`config.mk`:
```
export PLATFORM = sky130hd
export DESIGN_NAME = bcd2bin
export DESIGN_NICKNAME = d
export VERILOG_FILES = /design/src/rtl/bcd2bin.sv
export SDC_FILE = /design/constraint.sdc
export NUM_CORES = 1
export LEC_CHECK = 0
export ABC_AREA = 1
export BUFFER_PORTS_ARGS = -buffer_cell sky130_fd_sc_hd__buf_2
export CAP_MARGIN = 20
export CORE_MARGIN = 4
export CORE_UTILIZATION = 55
export CTS_CLUSTER_SIZE = 24
export DETAILED_ROUTE_END_ITERATION = 12
export PLACE_DENSITY = 0.87
export SLEW_MARGIN = 20
export SYNTH_ARGS = -nofsm -noshare
export SYNTH_HDL_FRONTEND = slang
export SYNTH_SLANG_ARGS = --single-unit
export TNS_END_PERCENT = 50
```
`constraint.sdc`:
```
create_clock -name clk -period 2.12 [get_ports clk]
set_input_delay 0.424 -clock clk [delete_from_list [all_inputs] [get_ports clk]]
set_output_delay 0.424 -clock clk [all_outputs]
set_load 0.03 [all_outputs]
```
`src/rtl/bcd2bin.sv`:
```
// Serial BCD-to-binary converter (reverse double-dabble).
// Each conversion shifts one bit per clock. Words that contain a malformed digit are rejected with an err pulse.
module bcd2bin #(
    parameter int unsigned DIGITS = 3,
    parameter int unsigned BIN_W  = 10
) (
    input  logic                  clk,
    input  logic                  rst_n,
    input  logic                  start,
    input  logic [4*DIGITS-1:0]   bcd_in,
    output logic [BIN_W-1:0]      bin_out,
    output logic                  valid,
    output logic                  busy,
    output logic                  err
);

    localparam int unsigned BCD_W = 4 * DIGITS;
    localparam int unsigned CNT_W = $clog2(BIN_W + 1);
    localparam int unsigned SR_W  = BCD_W + BIN_W;

    typedef enum logic [0:0] {
        IDLE = 1'b0,
        CONV = 1'b1
    } state_t;

    state_t             state, state_nxt;
    logic [BCD_W-1:0]   digits, digits_nxt;
    logic [BIN_W-1:0]   acc, acc_nxt;
    logic [CNT_W-1:0]   cnt, cnt_nxt;
    logic [BIN_W-1:0]   bin_nxt;
    logic               valid_nxt, busy_nxt, err_nxt;

    logic               bad_digit_c;
    logic [SR_W-1:0]    shifted_c;
    logic [BCD_W-1:0]   corrected_c;

    // Any nibble above 9 makes the word illegal.
    always_comb begin
        bad_digit_c = 1'b0;
        for (int i = 0; i < int'(DIGITS); i++) begin
            if (bcd_in[4*i +: 4] > 4'd9) bad_digit_c = 1'b1;
        end
    end

    // One shift step. A shifted digit >= 8 has its top bit set and gets 3 subtracted from it.
    always_comb begin
        shifted_c = {digits, acc} >> 1;
        for (int i = 0; i < int'(DIGITS); i++) begin
            if (shifted_c[BIN_W + 4*i + 3])
                corrected_c[4*i +: 4] = shifted_c[BIN_W + 4*i +: 4] - 4'd3;
            else
                corrected_c[4*i +: 4] = shifted_c[BIN_W + 4*i +: 4];
        end
    end

    always_ff @(posedge clk or negedge rst_n) begin
        if (!rst_n) state <= IDLE;
        else        state <= state_nxt;
    end

    always_comb begin
        state_nxt  = state;
        digits_nxt = digits;
        acc_nxt    = acc;
        cnt_nxt    = cnt;
        bin_nxt    = bin_out;
        valid_nxt  = 1'b0;
        err_nxt    = 1'b0;
        busy_nxt   = busy;
        case (state)
            IDLE: begin
                if (start) begin
                    if (bad_digit_c) begin
                        err_nxt = 1'b1;
                    end else begin
                        digits_nxt = bcd_in;
                        acc_nxt    = '0;
                        cnt_nxt    = CNT_W'(BIN_W);
                        busy_nxt   = 1'b1;
                        state_nxt  = CONV;
                    end
                end
            end
            CONV: begin
                digits_nxt = corrected_c;
                acc_nxt    = shifted_c[BIN_W-1:0];
                cnt_nxt    = cnt - CNT_W'(1);
                if (cnt == CNT_W'(1)) begin
                    bin_nxt   = shifted_c[BIN_W-1:0];
                    valid_nxt = 1'b1;
                    busy_nxt  = 1'b0;
                    state_nxt = IDLE;
                end
            end
            default: state_nxt = IDLE;
        endcase
    end

    always_ff @(posedge clk or negedge rst_n) begin
        if (!rst_n) begin
            digits  <= '0;
            acc     <= '0;
            cnt     <= '0;
            bin_out <= '0;
            valid   <= 1'b0;
            busy    <= 1'b0;
            err     <= 1'b0;
        end else begin
            digits  <= digits_nxt;
            acc     <= acc_nxt;
            cnt     <= cnt_nxt;
            bin_out <= bin_nxt;
            valid   <= valid_nxt;
            busy    <= busy_nxt;
            err     <= err_nxt;
        end
    end

endmodule

```
# Word level (Yosys, flattened, before mapping)
# Index checks and enable logic that the tools add are counted.
dict set report totals {
  reg_bits 40
  inputBits 15
  output_inout_bits 13
  wordCells 49
}
dict set report classes {
  addsub 3
  order_cmp 3
  eq_ne 4
  mux 27
  n_bitwise 1
  reduce_logical 3
}
# cell n
set op_table {}
lappend op_table {{two-way mux 12 bit} 2}
lappend op_table {{case mux 12 bit (2 select lines)} 1}
lappend op_table {{two-way mux 10 bit} 2}
lappend op_table {{case mux 10 bit (2 select lines)} 1}
lappend op_table {{two-way mux 4 bit} 4}
lappend op_table {{two-way mux 1 bit} 14}
lappend op_table {{> comparator 4 bit (second input constant)} 3}
lappend op_table {{case mux 4 bit (2 select lines)} 1}
lappend op_table {{subtractor 4 x 2 -> 4 bit (second input constant)} 2}
lappend op_table {{equality test 4 x 1 -> 1 bit (second input constant)} 1}
lappend op_table {{inequality test 2 bit (second input constant)} 2}
lappend op_table {{case mux 1 bit (2 select lines)} 2}
lappend op_table {{AND reduction 2 bit} 2}
lappend op_table {{subtractor 4 x 1 -> 4 bit (second input constant)} 1}
lappend op_table {{AND reduction 3 bit} 1}
lappend op_table {{inequality test 2 x 1 -> 1 bit (second input constant)} 1}
lappend op_table {{NOT 1 bit} 1}

# Depth between registers and ports, before layout
# Gate-level depths: netlist of run 1.
dict set report logic_depth {
  word_depth 7
  ltp_mapped 8
  ltp_nobuf 8
}

# Worst setup path before layout of run 1
# OpenSTA, ideal clock, no wires.
dict set report synth_timing {
  kind {input to register}
  from {input bcd_in[6]}
  to {register cnt[0]}
  setup_time_ns 0.118
  arrival_ns 1.056
  t_required_ns 2.002
  setup_slack_ns 0.945
  stages 5
  path_buffers 1
  cell_sequence {o21ai_2 > nand4_2 > buf_6 > nand3_2 > nand2_1}
}
dict set report synth_between {
  elab_chain_cells 5
}
# item line_no
set synth_lines {}
lappend synth_lines {{start, declared} 10} ;# input logic [4*DIGITS-1:0] bcd_in,
lappend synth_lines {{> comparator 4 bit} 41} ;# if (bcd_in[4*i +: 4] > 4'd9) bad_digit_c = 1'b1;
lappend synth_lines {{two-way mux 1 bit (2 in a row)} 41}
lappend synth_lines {{inequality test 2 bit (no source line)} n/a}
lappend synth_lines {{AND reduction 2 bit (no source line)} n/a}
lappend synth_lines {{end signal, assigned} 111} ;# cnt <= cnt_nxt;
lappend synth_lines {{end, declared} 29} ;# logic [CNT_W-1:0] cnt, cnt_nxt;
# No other way between the ends.
# A chain may end at the register's enable or synchronous reset.

# Final worst setup path of run 1
dict set report layout_timing {
  from {register state}
  to {register digits[10]}
}
dict set report layout_between {
  elab_chain_cells 3
  elab_cells_between_ends 5
  cone_classes {eq/ne (2); mux (1); bitwise (1); reduce/logical (1)}
}
# item line_no
set layout_lines {}
lappend layout_lines {{start, declared} 26} ;# state_t state, state_nxt;
lappend layout_lines {{start signal, assigned} 58} ;# else state <= state_nxt;
lappend layout_lines {{NOT 1 bit} n/a}
lappend layout_lines {{inequality test 2 bit (no source line)} n/a}
lappend layout_lines {{AND reduction 2 bit (no source line)} n/a}
lappend layout_lines {{end signal, assigned} 109} ;# digits <= digits_nxt;
lappend layout_lines {{end, declared} 27} ;# logic [BCD_W-1:0] digits, digits_nxt;
# Several ways; a longest one is shown, not always the timed one.

==> flow_summary.ini, run 1 <==
[drt]
first_pass_iters = 4
drt-total-wl_um = 3900
drc = 0
vias_per_cell = 5.25
ant_nets = 0
drt_iter0_drc = 117
wire_per_inst_um = 12.4
via_count = 1654

[synthesis]
ys_types = 24
ys_ff_latch = 39
synth_cells = 240
ys_seq_area_share_pct = 48.1
yosysWarningCount = 0
syn_avg_cell_area_um2 = 8.46
syn_area_mm2 = 0.00203
syn-num-nets = 259
synth_top_area_share_pct = 48.1
synth_area_leader_cell = dfrtp_1
synthTopCellsByArea = dfrtp_1 48%, nand2_1 18%, nand3_2 9.4%, nand3_1 5.9%, inv_1 2.6%

[timing]
min_period_ns = 1.49
slew_viol_final = 0
slew_headroom_pct = 68.0
fmax_mhz = 672
fin_tns_setup_ns = 0
worst_slew_pin_slew_ns = 0.480
setup_viol = 0
fin_skew_ns = 0.0109
grt_setup_unrepaired = no
finalCritPeriodShare_pct = 70.2
holdWs_ns = 0.168
hold_viol_final = 0

[die]
die_h_um = 68.7
num_io_pins = 28
rows = 21
dieArea_mm2 = 0.00473
die_w_um = 68.7
initial_core_util_pct = 59.0
coreArea_mm2 = 0.00344

[worst_setup_path]
end_kind = flop
crit_type = reg -> reg
start_kind = flop
crit_start = state
arrival_ns = 1.67
crit_fanout = 25
rrSetupSlack_ns = 0.63
r2r_end = digits[10]
endpoint = digits[10]
worstReg2RegStart = state
required_ns = 2.30
rr_worst_depth = 4

[layout]
mostFrequentLayoutCells = 96 x nand2_1, 39 x dfrtp_1, 27 x buf_2, 24 x nand3_1, 19 x nand3_2
drive_gt1_share_pct = 26.0
syn_to_final_growth_pct = 12.9
fin_cells = 315
final_nets = 287
mostFrequentLayoutCell = nand2_1
nFillCells = 273
num_antenna_cells = 0

[global_routing]
grt_start_max_net_pins = 40
grt.total_usage_pct = 19.9
grt_pass1_vias = 1551
overflow = 0
grt_pass1_wl_um = 6940
grt_antenna_before_repair = 0

[cts]
cts_resized = 0
ctsHtreeMaxLevel = 2
ctsRootBufferMaster = clkbuf_8
cts_inserted_buffers = 5
clk_path_buf_depth = 2
post_cts_buffers = 0
hold_buffers = 0
cts_sinks = 39
cts.reportedPaths.clkPinSlew_ns = 0.07
worstSkewPairLatency_ns = 0.30
cts_tree = done

[power_and_ir_drop]
power_frac_clock_pct = 18.5
seq_power_share_pct = 40.2
switching_share_pct = 42.6
power_density_mw_per_mm2 = 1440
cellLeakagePower_nw = 1.24
combPwrFrac_pct = 41.3
p_total_w = 0.00331
switching_power_w = 0.00141
p_int_w = 0.00190
ir_worst_vdd_uv = 768

[placed_design]
routabilityCongestion = 0.813
dpl.hpwl_um = 2740
io_buffers = 27
dp.cells = 307

[flow_run]
max-cap-violations = 0

[outcome]
outcome = complete, no violations

[hold_path]
hp-class = in -> async
-- per-layer routing --
metal  global-route usage [%]  part of all wire, %  up-vias
met5                        0                    0        -
met4                     11.4                  2.3        0
met3                     4.21                  4.2        9
met2                     31.1                   50       33
met1                     25.4                   44      786
li1                         -                    -      826
-- power groups by stage --
stage,logic (W),registers [W],clock network [W]
after global routing,0.00155,0.00138,0.000651
final,0.00137,0.00133,0.000614
after floorplan,0.000916,0.00147,0
after detailed placement,0.00137,0.00134,0
after CTS,0.00138,0.00133,0.000623
after global placement,0.00133,0.00133,0
-- cells in the mapped netlist --
cell type / instances
nand2_1: 96
dfrtp_1: 39
nand3_1: 24
nand3_2: 19
inv_1: 14
nor2_1: 6
o21ai_0: 6
a21oi_1: 5
buf_2: 4
buf_4: 4
ha_1: 4
buf_6: 3
o21ai_2: 3
nand4_1: 2
or2_2: 2
a21oi_4: 1
clkbuf_1: 1
inv_2: 1
inv_4: 1
nand2_2: 1
nand4_2: 1
nor3_1: 1
nor4_1: 1
o21a_1: 1
-- flip-flops by register name (all words and copies together), names as in the netlist --
name,flops
busy,1
digits,12
cnt,4
valid,1
err,1
acc,9
state,1
bin_out,10
-- logic make-up after synthesis --
group | after synthesis | synth area share, %
buffers and inverters | 28 | 7.40
AOI/OAI and AO/OA | 16 | 5.18
DFF | 39 | 48.1
and+or+nand+nor | 153 | 36.9
adders and majority gates | 4 | 2.47
-- worst min path at each step --
stage                from          to  slack (ns)  depth (start not counted)
5_1_grt             rst_n      cnt[3]        0.23                          2
3_5_place_dp   bin_out[7]  bin_out[7]        0.46                          2
6_report            rst_n   digits[6]        0.17                          2
2_1_floorplan       rst_n      acc[1]        0.13                          0
3_3_place_gp   bin_out[9]  bin_out[9]        0.46                          2
4_1_cts             rst_n      cnt[0]        0.18                          2
-- layout make-up --
| type | count | area, um2 | area share, % |
|---|---|---|---|
| Clock buffer | 5 | 68.8 | 3.00 |
| Clock inverter | 3 | 43.8 | 1.91 |
| Inverter | 16 | 62.6 | 2.73 |
| Multi-Input combinational cell | 173 | 903 | 39.4 |
| Sequential cell | 39 | 976 | 42.6 |
| Tap cell | 46 | 57.6 | 2.51 |
| Timing Repair Buffer | 33 | 180 | 7.86 |
-- critical path: stages, from the launching register on --
cell	delay [ns]
dfrtp_1	0.48
inv_4	0.28
nand2_1	0.35
nand3_1	0.20
nand2_1	0.06
-- per-stage QoR --
| step | cell area [um2] | util (%) | setup slack, ns |
|---|---|---|---|
| finish | 2290 | 66.6 | 0.633 |
| global route | 2290 | 66.6 | 0.498 |
| CTS | 2290 | 66.6 | 0.645 |
| detailed placement | 2180 | 63.3 | 0.659 |
| global placement | 2180 | 63.3 | 0.696 |
| floorplan | 2030 | - | 0.945 |
Note: power is estimated with default switching activity, not from simulation.
==> run 2: changes to the inputs <==
CORE_UTILIZATION = 51   (was 55)
PLACE_DENSITY = 0.85   (was 0.87)
clock period = 1.2 ns   (was 2.12 ns; I/O delays follow)
==> flow_summary.ini, run 2 (same netlist as run 1, synthesis figures left out) <==
[global_routing]
overflow = 0
grt_pass1_wl_um = 7340
grt_pass1_vias = 1620
grt.total_usage_pct = 18.1
grt_start_max_net_pins = 24
grt_antenna_before_repair = 0

[timing]
fin_skew_ns = 0.00659
worst_slew_pin_slew_ns = 0.259
setup_slack_ns = -0.0865
holdWs_ns = 0.287
grt_setup_unrepaired = yes
hold_viol_final = 0
min_period_ns = 1.29
slew_viol_final = 0
slew_headroom_pct = 82.7
finalCritPeriodShare_pct = 107
fmax_mhz = 777
setup_viol = 12

[cts]
worstSkewPairLatency_ns = 0.29
ctsHtreeMaxLevel = 2
cts.reportedPaths.clkPinSlew_ns = 0.08
cts_inserted_buffers = 5
ctsRootBufferMaster = clkbuf_8
clk_path_buf_depth = 2
cts_sinks = 39
cts_tree = done

[drt]
vias_per_cell = 5.41
drt-total-wl_um = 4600
drt_iter0_drc = 96
wire_per_inst_um = 13.8
first_pass_iters = 4
drc = 0
via_count = 1806
ant_nets = 0

[worst_setup_path]
crit_fanout = 5
rr_worst_depth = 7
end_kind = flop
crit_start = cnt[1]
slowest_delay_ns = 0.39
start_kind = flop
r2r_end = bin_out[0]
worstPathCellList = inv_2, ha_2, nand4_1, buf_6, buf_2, nand2_1, nand2_1
cp_slowest_cell = dfrtp_1
arrival_ns = 1.47
endpoint = bin_out[0]
required_ns = 1.38
worstReg2RegStart = cnt[1]
rrSetupSlack_ns = -0.09
crit_top_cell = nand2_1
crit_type = reg -> reg

[die]
coreArea_mm2 = 0.00374
die_w_um = 71.1
dieArea_mm2 = 0.00505
num_io_pins = 28
initial_core_util_pct = 54.2
rows = 22
die_h_um = 71.1

[placed_design]
routabilityCongestion = 0.836
dpl.hpwl_um = 3020
io_buffers = 27

[outcome]
violations = negative setup slack
outcome = finished, violations left

[layout]
drive_gt1_share_pct = 33.2
largest_reg_flops = 12
mostFrequentLayoutCell = nand2_1
top_regs = digits x12, bin_out x10, acc x9
final_nets = 304
num_antenna_cells = 0
mostFrequentLayoutCells = 93 x nand2_1, 38 x dfrtp_1, 28 x buf_2, 24 x nand3_1, 19 x nand3_2
nFillCells = 305
syn_to_final_growth_pct = 22.0
regMostFlops = digits

[power_and_ir_drop]
p_total_w = 0.00620
ir_worst_vdd_uv = 1210
power_frac_clock_pct = 13.8
combPwrFrac_pct = 49.1
cellLeakagePower_nw = 1.31
p_int_w = 0.00349
seq_power_share_pct = 37.1
switching_share_pct = 43.7
power_density_mw_per_mm2 = 2500
switching_power_w = 0.00271

[flow_run]
max-cap-violations = 0

[hold_path]
hp-class = in -> reg
run 2: stage by stage:
stage	instances	instance area (um2)	setup WS, ns	TNS [ns]	util (%)
after floorplan	240	2030	0.0771	0	-
after global placement	319	2310	-0.0122	-0.0196	61.6
after detailed placement	319	2310	-0.0533	-0.390	61.6
after CTS	328	2410	0.00129	0	64.3
after global routing	334	2480	-0.118	-1.19	66.1
final	334	2480	-0.0865	-0.460	66.1
run 2: worst min-delay path by stage:
stage | from | endpoint | slack [ns] | cells after the start
6_report | bcd_in[11] | digits[11] | 0.29 | 5
2_1_floorplan | rst_n | acc[1] | -0.06 | 0
3_3_place_gp | rst_n | digits[7] | 0.07 | 1
5_1_grt | rst_n | digits[7] | 0.32 | 2
3_5_place_dp | rst_n | digits[7] | 0.07 | 1
4_1_cts | bcd_in[11] | digits[11] | 0.28 | 5
run 2: power groups by stage:
stage	combinational, W	sequential, W	clock, W
after floorplan	0.00162	0.00260	0
after global placement	0.00270	0.00228	0
after detailed placement	0.00280	0.00231	0
after CTS	0.00282	0.00229	0.000887
after global routing	0.00339	0.00238	0.000926
final	0.00304	0.00230	0.000857
run 2: worst max-delay path: cells and delay by family, from the launching register on:
kind / cells / cell delay (ns)
buf+inv: 3 / 0.39
simple gates: 3 / 0.24
flops: 1 / 0.39
fa+ha+maj: 1 / 0.17
run 2: repair_timing:
item | CTS | global route
resized for setup | 2 | 13
pin swaps | 0 | 9
setup endpoints to repair | 16 | 18
buffers inserted | 0 | 4
hold endpoints to repair | 39 | 0
cloned | 0 | 2
hold buffers | 1 | 0
run 2: layout make-up:
type	count	area (um2)	share of cell area, %
clock inverters	2	12.5	0.505
repair buffers	49	358	14.5
clock buffers	6	72.6	2.93
repair inverters	1	7.51	0.303
well taps	48	60.1	2.43
flip-flops and latches	39	977	39.5
multi-input cells	173	923	37.3
inverters	16	65.1	2.63
run 2: per-layer routing:
| layer | GRT usage (%) | share of wire, % | up-vias |
|---|---|---|---|
| met5 | 0 | 0 | - |
| met4 | 7.31 | 2.9 | 0 |
| met3 | 3.84 | 6.0 | 14 |
| met2 | 28.6 | 50 | 54 |
| met1 | 24.2 | 41 | 877 |
| li1 | - | - | 861 |
